<file path="src/rtl/adder_tree_pkt_accum.sv">
// Packet accumulator behind the pipelined adder tree: sums per-beat tree outputs over an
// sop..eop packet and presents one total, beat count and sop ctl per packet.
//
// state | meaning
// ------+-----------------------------------------------
// IDLE  | no open packet; next beat must carry sop
// ACCUM | packet open; acc/cnt/ctl hold the running sums
module adder_tree_pkt_accum #(
    parameter int BIT_LEN  = 16,
    parameter int ACC_BITS = 32,
    parameter int CNT_BITS = 16,
    parameter int CTL_BITS = 8
) (
    input  logic                i_clk,
    input  logic                i_rst_n,
    input  logic [BIT_LEN-1:0]  i_dat,
    input  logic [CTL_BITS-1:0] i_ctl,
    input  logic                i_val,
    input  logic                i_sop,
    input  logic                i_eop,
    output logic                o_rdy,
    output logic [ACC_BITS-1:0] o_dat,
    output logic [CNT_BITS-1:0] o_cnt,
    output logic [CTL_BITS-1:0] o_ctl,
    output logic                o_val,
    input  logic                i_rdy,
    output logic                o_drop
);

    typedef enum logic {IDLE, ACCUM} state_t;

    state_t              state, state_nxt;
    logic [ACC_BITS-1:0] acc, acc_nxt;
    logic [CNT_BITS-1:0] cnt, cnt_nxt, cnt_inc;
    logic [CTL_BITS-1:0] ctl_q, ctl_nxt;
    logic [ACC_BITS-1:0] dat_nxt, dat_ext;
    logic [CNT_BITS-1:0] ocnt_nxt;
    logic [CTL_BITS-1:0] octl_nxt;
    logic                val_nxt, drop_nxt, beat;

    // Single result register: a new result may load in the same cycle the old one drains.
    assign o_rdy   = !o_val || i_rdy;
    assign beat    = i_val && o_rdy;
    assign dat_ext = ACC_BITS'(i_dat);
    assign cnt_inc = (cnt == {CNT_BITS{1'b1}}) ? cnt : cnt + CNT_BITS'(1);

    always_comb begin
        state_nxt = state;
        acc_nxt   = acc;
        cnt_nxt   = cnt;
        ctl_nxt   = ctl_q;
        dat_nxt   = o_dat;
        ocnt_nxt  = o_cnt;
        octl_nxt  = o_ctl;
        val_nxt   = o_val && !i_rdy;
        drop_nxt  = 1'b0;
        if (beat) begin
            if (i_sop) begin
                // A sop inside an open packet discards the partial sum and restarts.
                drop_nxt = (state == ACCUM);
                if (i_eop) begin
                    dat_nxt   = dat_ext;
                    ocnt_nxt  = CNT_BITS'(1);
                    octl_nxt  = i_ctl;
                    val_nxt   = 1'b1;
                    state_nxt = IDLE;
                end else begin
                    acc_nxt   = dat_ext;
                    cnt_nxt   = CNT_BITS'(1);
                    ctl_nxt   = i_ctl;
                    state_nxt = ACCUM;
                end
            end else if (state == IDLE) begin
                drop_nxt = 1'b1;
            end else if (i_eop) begin
                dat_nxt   = acc + dat_ext;
                ocnt_nxt  = cnt_inc;
                octl_nxt  = ctl_q;
                val_nxt   = 1'b1;
                state_nxt = IDLE;
            end else begin
                acc_nxt = acc + dat_ext;
                cnt_nxt = cnt_inc;
            end
        end
    end

    always_ff @(posedge i_clk or negedge i_rst_n) begin
        if (!i_rst_n) begin
            state  <= IDLE;
            acc    <= '0;
            cnt    <= '0;
            ctl_q  <= '0;
            o_dat  <= '0;
            o_cnt  <= '0;
            o_ctl  <= '0;
            o_val  <= 1'b0;
            o_drop <= 1'b0;
        end else begin
            state  <= state_nxt;
            acc    <= acc_nxt;
            cnt    <= cnt_nxt;
            ctl_q  <= ctl_nxt;
            o_dat  <= dat_nxt;
            o_cnt  <= ocnt_nxt;
            o_ctl  <= octl_nxt;
            o_val  <= val_nxt;
            o_drop <= drop_nxt;
        end
    end

endmodule

</file>
<file path="config.mk">
export PLATFORM = sky130hd
export DESIGN_NAME = adder_tree_pkt_accum
export DESIGN_NICKNAME = d
export VERILOG_FILES = /design/src/rtl/adder_tree_pkt_accum.sv
export SDC_FILE = /design/constraint.sdc
export NUM_CORES = 1
export LEC_CHECK = 0
export ABC_AREA = 1
export BUFFER_PORTS_ARGS = -buffer_cell sky130_fd_sc_hd__buf_2
export CORE_UTILIZATION = 29
export DETAILED_ROUTE_END_ITERATION = 12
export SYNTH_ARGS = -nofsm -noshare
export SYNTH_HDL_FRONTEND = slang
export SYNTH_SLANG_ARGS = --single-unit
export TNS_END_PERCENT = 30
</file>
<file path="constraint.sdc">
create_clock -name i_clk -period 2.4 [get_ports i_clk]
set_input_delay 0.12 -clock i_clk [delete_from_list [all_inputs] [get_ports i_clk]]
set_output_delay 0.12 -clock i_clk [all_outputs]
set_load 0.03 [all_outputs]
</file>
==> impl_metrics.prom <==
# TYPE chip_impl_metric gauge
chip_impl_metric{name="detailedPlacementHpwl",unit="um"} 12900
chip_impl_metric{name="worst-r2r-setup-slack",unit="ps"} 250
chip_impl_metric{name="netSwitchingPower",unit="uW"} 2640
chip_impl_metric{name="fillcell_total",unit=""} 2396
chip_impl_metric{name="route.vias.total",unit=""} 6297
chip_impl_metric{name="coreArea",unit="um2"} 22700
chip_impl_metric{name="tightest_slew",unit="ps"} 1070
chip_impl_metric{name="holdPathStages",unit=""} 3
chip_impl_metric{name="grt_pass1_wl",unit="um"} 30800
chip_impl_metric{name="placement_rows",unit=""} 55
chip_impl_metric{name="grt_util_met1",unit="%"} 22.5
chip_impl_metric{name="antenna_viol_nets_final",unit=""} 0
chip_impl_metric{name="timing.reg2reg.worst_path_depth",unit=""} 11
chip_impl_metric{name="routed_wl",unit="um"} 18600
chip_impl_metric{name="initial_utilization",unit="%"} 29.7
chip_impl_info{name="worstSetupEndpointType",value="flop"} 1
chip_impl_metric{name="slew_hr",unit="%"} 28.6
chip_impl_info{name="outcome",value="completed"} 1
chip_impl_metric{name="sequentialPowerShare",unit="%"} 33.6
chip_impl_metric{name="power.ir.vdd_worst",unit="uV"} 494
chip_impl_metric{name="total_leakage_power",unit="uW"} 0.00433
chip_impl_metric{name="grtUsageMet2",unit="%"} 25.9
chip_impl_metric{name="power_density",unit="nW/um2"} 902
chip_impl_metric{name="globalRouteMet3Util",unit="%"} 3.19
chip_impl_metric{name="post-route-drc-count",unit=""} 0
chip_impl_info{name="r2r_end",value="acc[12]"} 1
chip_impl_metric{name="grt_antenna_before_repair",unit=""} 0
chip_impl_metric{name="largest_net_degree_at_the_start_of_global_routing",unit=""} 71
chip_impl_info{name="clk_root_buffer_cell",value="sky130_fd_sc_hd__clkbuf_16"} 1
chip_impl_metric{name="post_layout_nonfiller_instances",unit=""} 1332
chip_impl_metric{name="power_report.internal_total",unit="uW"} 4810
chip_impl_metric{name="synth_seq_cells",unit=""} 115
chip_impl_info{name="grt.busiest_layer",value="met2"} 1
chip_impl_metric{name="post_synth.cell_area_avg",unit="um2"} 7.20
chip_impl_metric{name="required",unit="ps"} 2700
chip_impl_info{name="r2r-start",value="acc[0]"} 1
chip_impl_metric{name="hold_viol",unit=""} 0
chip_impl_metric{name="buffer_ports.inserted",unit=""} 88
chip_impl_metric{name="grtUsageTotal",unit="%"} 16.3
chip_impl_metric{name="area.sequential",unit="um2"} 2880
chip_impl_metric{name="clock-skew-final",unit="ps"} 10.5
chip_impl_metric{name="multi_input_area",unit="um2"} 3360
chip_impl_info{name="critPathKind",value="flop to flop"} 1
chip_impl_metric{name="power_frac_clock",unit="%"} 36.5
chip_impl_metric{name="period_needed",unit="ps"} 2150
chip_impl_info{name="min-delay-path-class",value="input pin to flop"} 1
chip_impl_metric{name="synth_fp_nets",unit=""} 987
chip_impl_info{name="layout.cells.most_common",value="sky130_fd_sc_hd__nand2_1"} 1
chip_impl_metric{name="switching_share",unit="%"} 35.4
chip_impl_metric{name="final_layout_size_suffix_gt1_share",unit="%"} 16.0
chip_impl_metric{name="crit_path_max_fo",unit=""} 4
chip_impl_info{name="grt_setup_unrepaired",value="no"} 1
chip_impl_info{name="worstSetupEndpoint",value="acc[12]"} 1
chip_impl_metric{name="numClockSinks",unit=""} 115
chip_impl_metric{name="total_clock_buffers_created_by_cts",unit=""} 17
chip_impl_metric{name="clkSlewWorstSetupHoldPaths",unit="ps"} 60
chip_impl_metric{name="final_worst_path_cycle_share",unit="%"} 89.6
chip_impl_metric{name="antenna-diode-count",unit=""} 0
chip_impl_metric{name="cts.htree.levels",unit=""} 4
chip_impl_metric{name="finalSetupViolCount",unit=""} 0
chip_impl_metric{name="worst_slack_at_placement",unit="ps"} 256
chip_impl_metric{name="dp_cells",unit=""} 1287
chip_impl_info{name="layout.cells.most_common_list",value="371 x sky130_fd_sc_hd__nand2_1, 115 x sky130_fd_sc_hd__dfrtp_1, 95 x sky130_fd_sc_hd__inv_1, 87 x sky130_fd_sc_hd__buf_2, 58 x sky130_fd_sc_hd__nand3_1"} 1
chip_impl_metric{name="final-max-slew-violation-count",unit=""} 0
chip_impl_metric{name="synth.cell_area",unit="um2"} 6750
chip_impl_metric{name="first_global_vias",unit=""} 5845
chip_impl_metric{name="layout_setup_ws",unit="ps"} 250
chip_impl_metric{name="worst_skew_pair.late_latency",unit="ps"} 420
chip_impl_metric{name="post-route-util",unit="%"} 36.4
chip_impl_metric{name="floorplan.die.height",unit="um"} 155
chip_impl_metric{name="worst_path_arrival",unit="ps"} 2450
chip_impl_metric{name="firstDrtPassIters",unit=""} 7
chip_impl_metric{name="global_route.overflow_total",unit=""} 0
chip_impl_metric{name="drv_cap",unit=""} 0
chip_impl_metric{name="route.detailed.wl_per_inst",unit="um"} 14.0
chip_impl_metric{name="pin_count",unit=""} 89
chip_impl_metric{name="fp.dieW",unit="um"} 155
chip_impl_metric{name="cts_buffer_depth",unit=""} 2
chip_impl_metric{name="count_of_mapped_cells_out_of_synthesis",unit=""} 938
chip_impl_metric{name="combinational_share_of_power",unit="%"} 29.9
chip_impl_metric{name="finalSetupTns",unit="ps"} 0
chip_impl_metric{name="yosys_warnings",unit=""} 0
chip_impl_metric{name="place.gp.congestion",unit=""} 0.863
chip_impl_metric{name="achievable-frequency",unit="MHz"} 465
chip_impl_info{name="cp-startpoint",value="acc[0]"} 1
chip_impl_metric{name="die_area",unit="um2"} 23900
chip_impl_metric{name="seq_area_frac_synth",unit="%"} 42.6
chip_impl_info{name="cp-start-kind",value="flop"} 1
chip_impl_info{name="cts_tree",value="yes"} 1
chip_impl_metric{name="count_of_different_cell_masters_after_synthesis",unit=""} 39
chip_impl_metric{name="area_delta_synth_final",unit="%"} 22.4
chip_impl_metric{name="detail_route.vias_per_cell",unit=""} 4.73
chip_impl_metric{name="drt_iter0_markers",unit=""} 464
chip_impl_metric{name="nets",unit=""} 1083
==> metrics by stage <==
| stage | power [uW] | area, um2 | hold WS, ps |
|---|---|---|---|
| after floorplan | 4060 | 6750 | -176 |
| after global placement | 4710 | 7500 | 209 |
| after detailed placement | 4740 | 7500 | 217 |
| after CTS | 7520 | 8260 | 1.43 |
| after global routing | 7920 | 8260 | 13.4 |
| final | 7450 | 8260 | 15.4 |
==> final cells by class <==
cell class	count	share of cell area (%)
repair buffers	109	8.12
inverters	99	4.50
clock buffers	23	5.78
multi-input cells	692	40.6
flip-flops and latches	115	34.8
clock inverters	9	1.83
well taps	285	4.31
==> power groups by stage <==
stage / clock network (uW) / registers [uW] / logic, uW
5_1_grt: 2870 / 2540 / 2500
2_1_floorplan: 0 / 2840 / 1230
3_3_place_gp: 0 / 2530 / 2190
3_5_place_dp: 0 / 2530 / 2210
4_1_cts: 2770 / 2500 / 2240
6_report: 2720 / 2500 / 2230
==> worst min-delay path by stage <==
| stage | to | from | slack, ps |
|---|---|---|---|
| final | o_dat[13] | i_dat[13] | 20 |
| after global routing | o_drop | i_val | 10 |
| after CTS | o_dat[15] | i_dat[15] | 1 |
| after detailed placement | o_dat[29] | i_rst_n | 220 |
| after global placement | o_dat[29] | i_rst_n | 210 |
| after floorplan | acc[0] | i_rst_n | -180 |
==> synth_stat cells <==
| master | n | share of area (%) |
|---|---|---|
| sky130_fd_sc_hd__nand2_1 | 372 | 21 |
| sky130_fd_sc_hd__dfrtp_1 | 115 | 43 |
| sky130_fd_sc_hd__inv_1 | 96 | 5.3 |
| sky130_fd_sc_hd__nand3_1 | 58 | 4.3 |
| sky130_fd_sc_hd__nor2_1 | 57 | 3.2 |
| sky130_fd_sc_hd__nand4_1 | 35 | 3.2 |
| sky130_fd_sc_hd__o21ai_0 | 31 | 2.3 |
| sky130_fd_sc_hd__o21ai_1 | 23 | 1.7 |
| sky130_fd_sc_hd__a31oi_1 | 18 | 1.7 |
| sky130_fd_sc_hd__ha_1 | 18 | 3.3 |
| sky130_fd_sc_hd__clkbuf_1 | 15 | 0.83 |
| sky130_fd_sc_hd__a21oi_1 | 12 | 0.89 |
| sky130_fd_sc_hd__nor3_1 | 11 | 0.82 |
| sky130_fd_sc_hd__nand3b_1 | 10 | 1.1 |
| sky130_fd_sc_hd__buf_2 | 8 | 0.59 |
| sky130_fd_sc_hd__mux2_2 | 8 | 1.3 |
| sky130_fd_sc_hd__nand3_2 | 6 | 0.89 |
| sky130_fd_sc_hd__buf_1 | 5 | 0.28 |
| sky130_fd_sc_hd__nand2_2 | 5 | 0.46 |
| sky130_fd_sc_hd__or2_2 | 5 | 0.46 |
| sky130_fd_sc_hd__buf_4 | 3 | 0.33 |
| sky130_fd_sc_hd__nor2_2 | 3 | 0.28 |
| sky130_fd_sc_hd__and2_1 | 2 | 0.19 |
| sky130_fd_sc_hd__inv_2 | 2 | 0.11 |
| sky130_fd_sc_hd__nor2_4 | 2 | 0.33 |
| sky130_fd_sc_hd__nor3_2 | 2 | 0.30 |
| sky130_fd_sc_hd__nor3_4 | 2 | 0.48 |
| sky130_fd_sc_hd__o21ai_2 | 2 | 0.26 |
| sky130_fd_sc_hd__o21bai_1 | 2 | 0.22 |
| sky130_fd_sc_hd__a21boi_0 | 1 | 0.11 |
| sky130_fd_sc_hd__a21o_2 | 1 | 0.13 |
| sky130_fd_sc_hd__buf_6 | 1 | 0.17 |
| sky130_fd_sc_hd__clkinv_1 | 1 | 0.056 |
| sky130_fd_sc_hd__fa_1 | 1 | 0.30 |
| sky130_fd_sc_hd__nand4_2 | 1 | 0.19 |
| sky130_fd_sc_hd__o211ai_2 | 1 | 0.19 |
| sky130_fd_sc_hd__o21a_1 | 1 | 0.11 |
| sky130_fd_sc_hd__xnor2_1 | 1 | 0.13 |
| sky130_fd_sc_hd__xor2_1 | 1 | 0.13 |
==> per-layer routing <==
layer,routed length (um),vias up
li1,-,3224
met1,9150,2922
met2,8560,132
met3,692,19
met4,216,0
met5,0,-
==> cells by family after synthesis <==
logic type	synth area share [%]
compound gates	7.58
xor+xnor	0.259
fa+ha+maj	3.63
buf+inv	7.71
flops	42.6
mux	1.33
simple gates	36.9
==> sequential cells by signal (all words and copies together), names as in the netlist <==
| signal | flops |
|---|---|
| acc | 32 |
| o_dat | 32 |
| cnt | 16 |
| o_cnt | 16 |
| ctl_q | 8 |
| o_ctl | 8 |
| o_drop | 1 |
| o_val | 1 |
| state | 1 |
==> critical path: stages, from the launching register on <==
cell,delay [ps]
sky130_fd_sc_hd__dfrtp_1,380
sky130_fd_sc_hd__ha_1,210
sky130_fd_sc_hd__fa_1,390
sky130_fd_sc_hd__nand2_1,130
sky130_fd_sc_hd__a21oi_1,130
sky130_fd_sc_hd__nand3_1,90
sky130_fd_sc_hd__nand3_1,130
sky130_fd_sc_hd__or2_2,300
sky130_fd_sc_hd__nand3_1,70
sky130_fd_sc_hd__nand2_1,80
sky130_fd_sc_hd__nand2_1,60
sky130_fd_sc_hd__nand2_1,60
==> timing repair <==
item,CTS,global route
hold buffers,13,0
resized for setup,0,0
hold endpoints to repair,68,0
setup buffers,0,0
No activity file was read; power rests on OpenSTA's default activity.
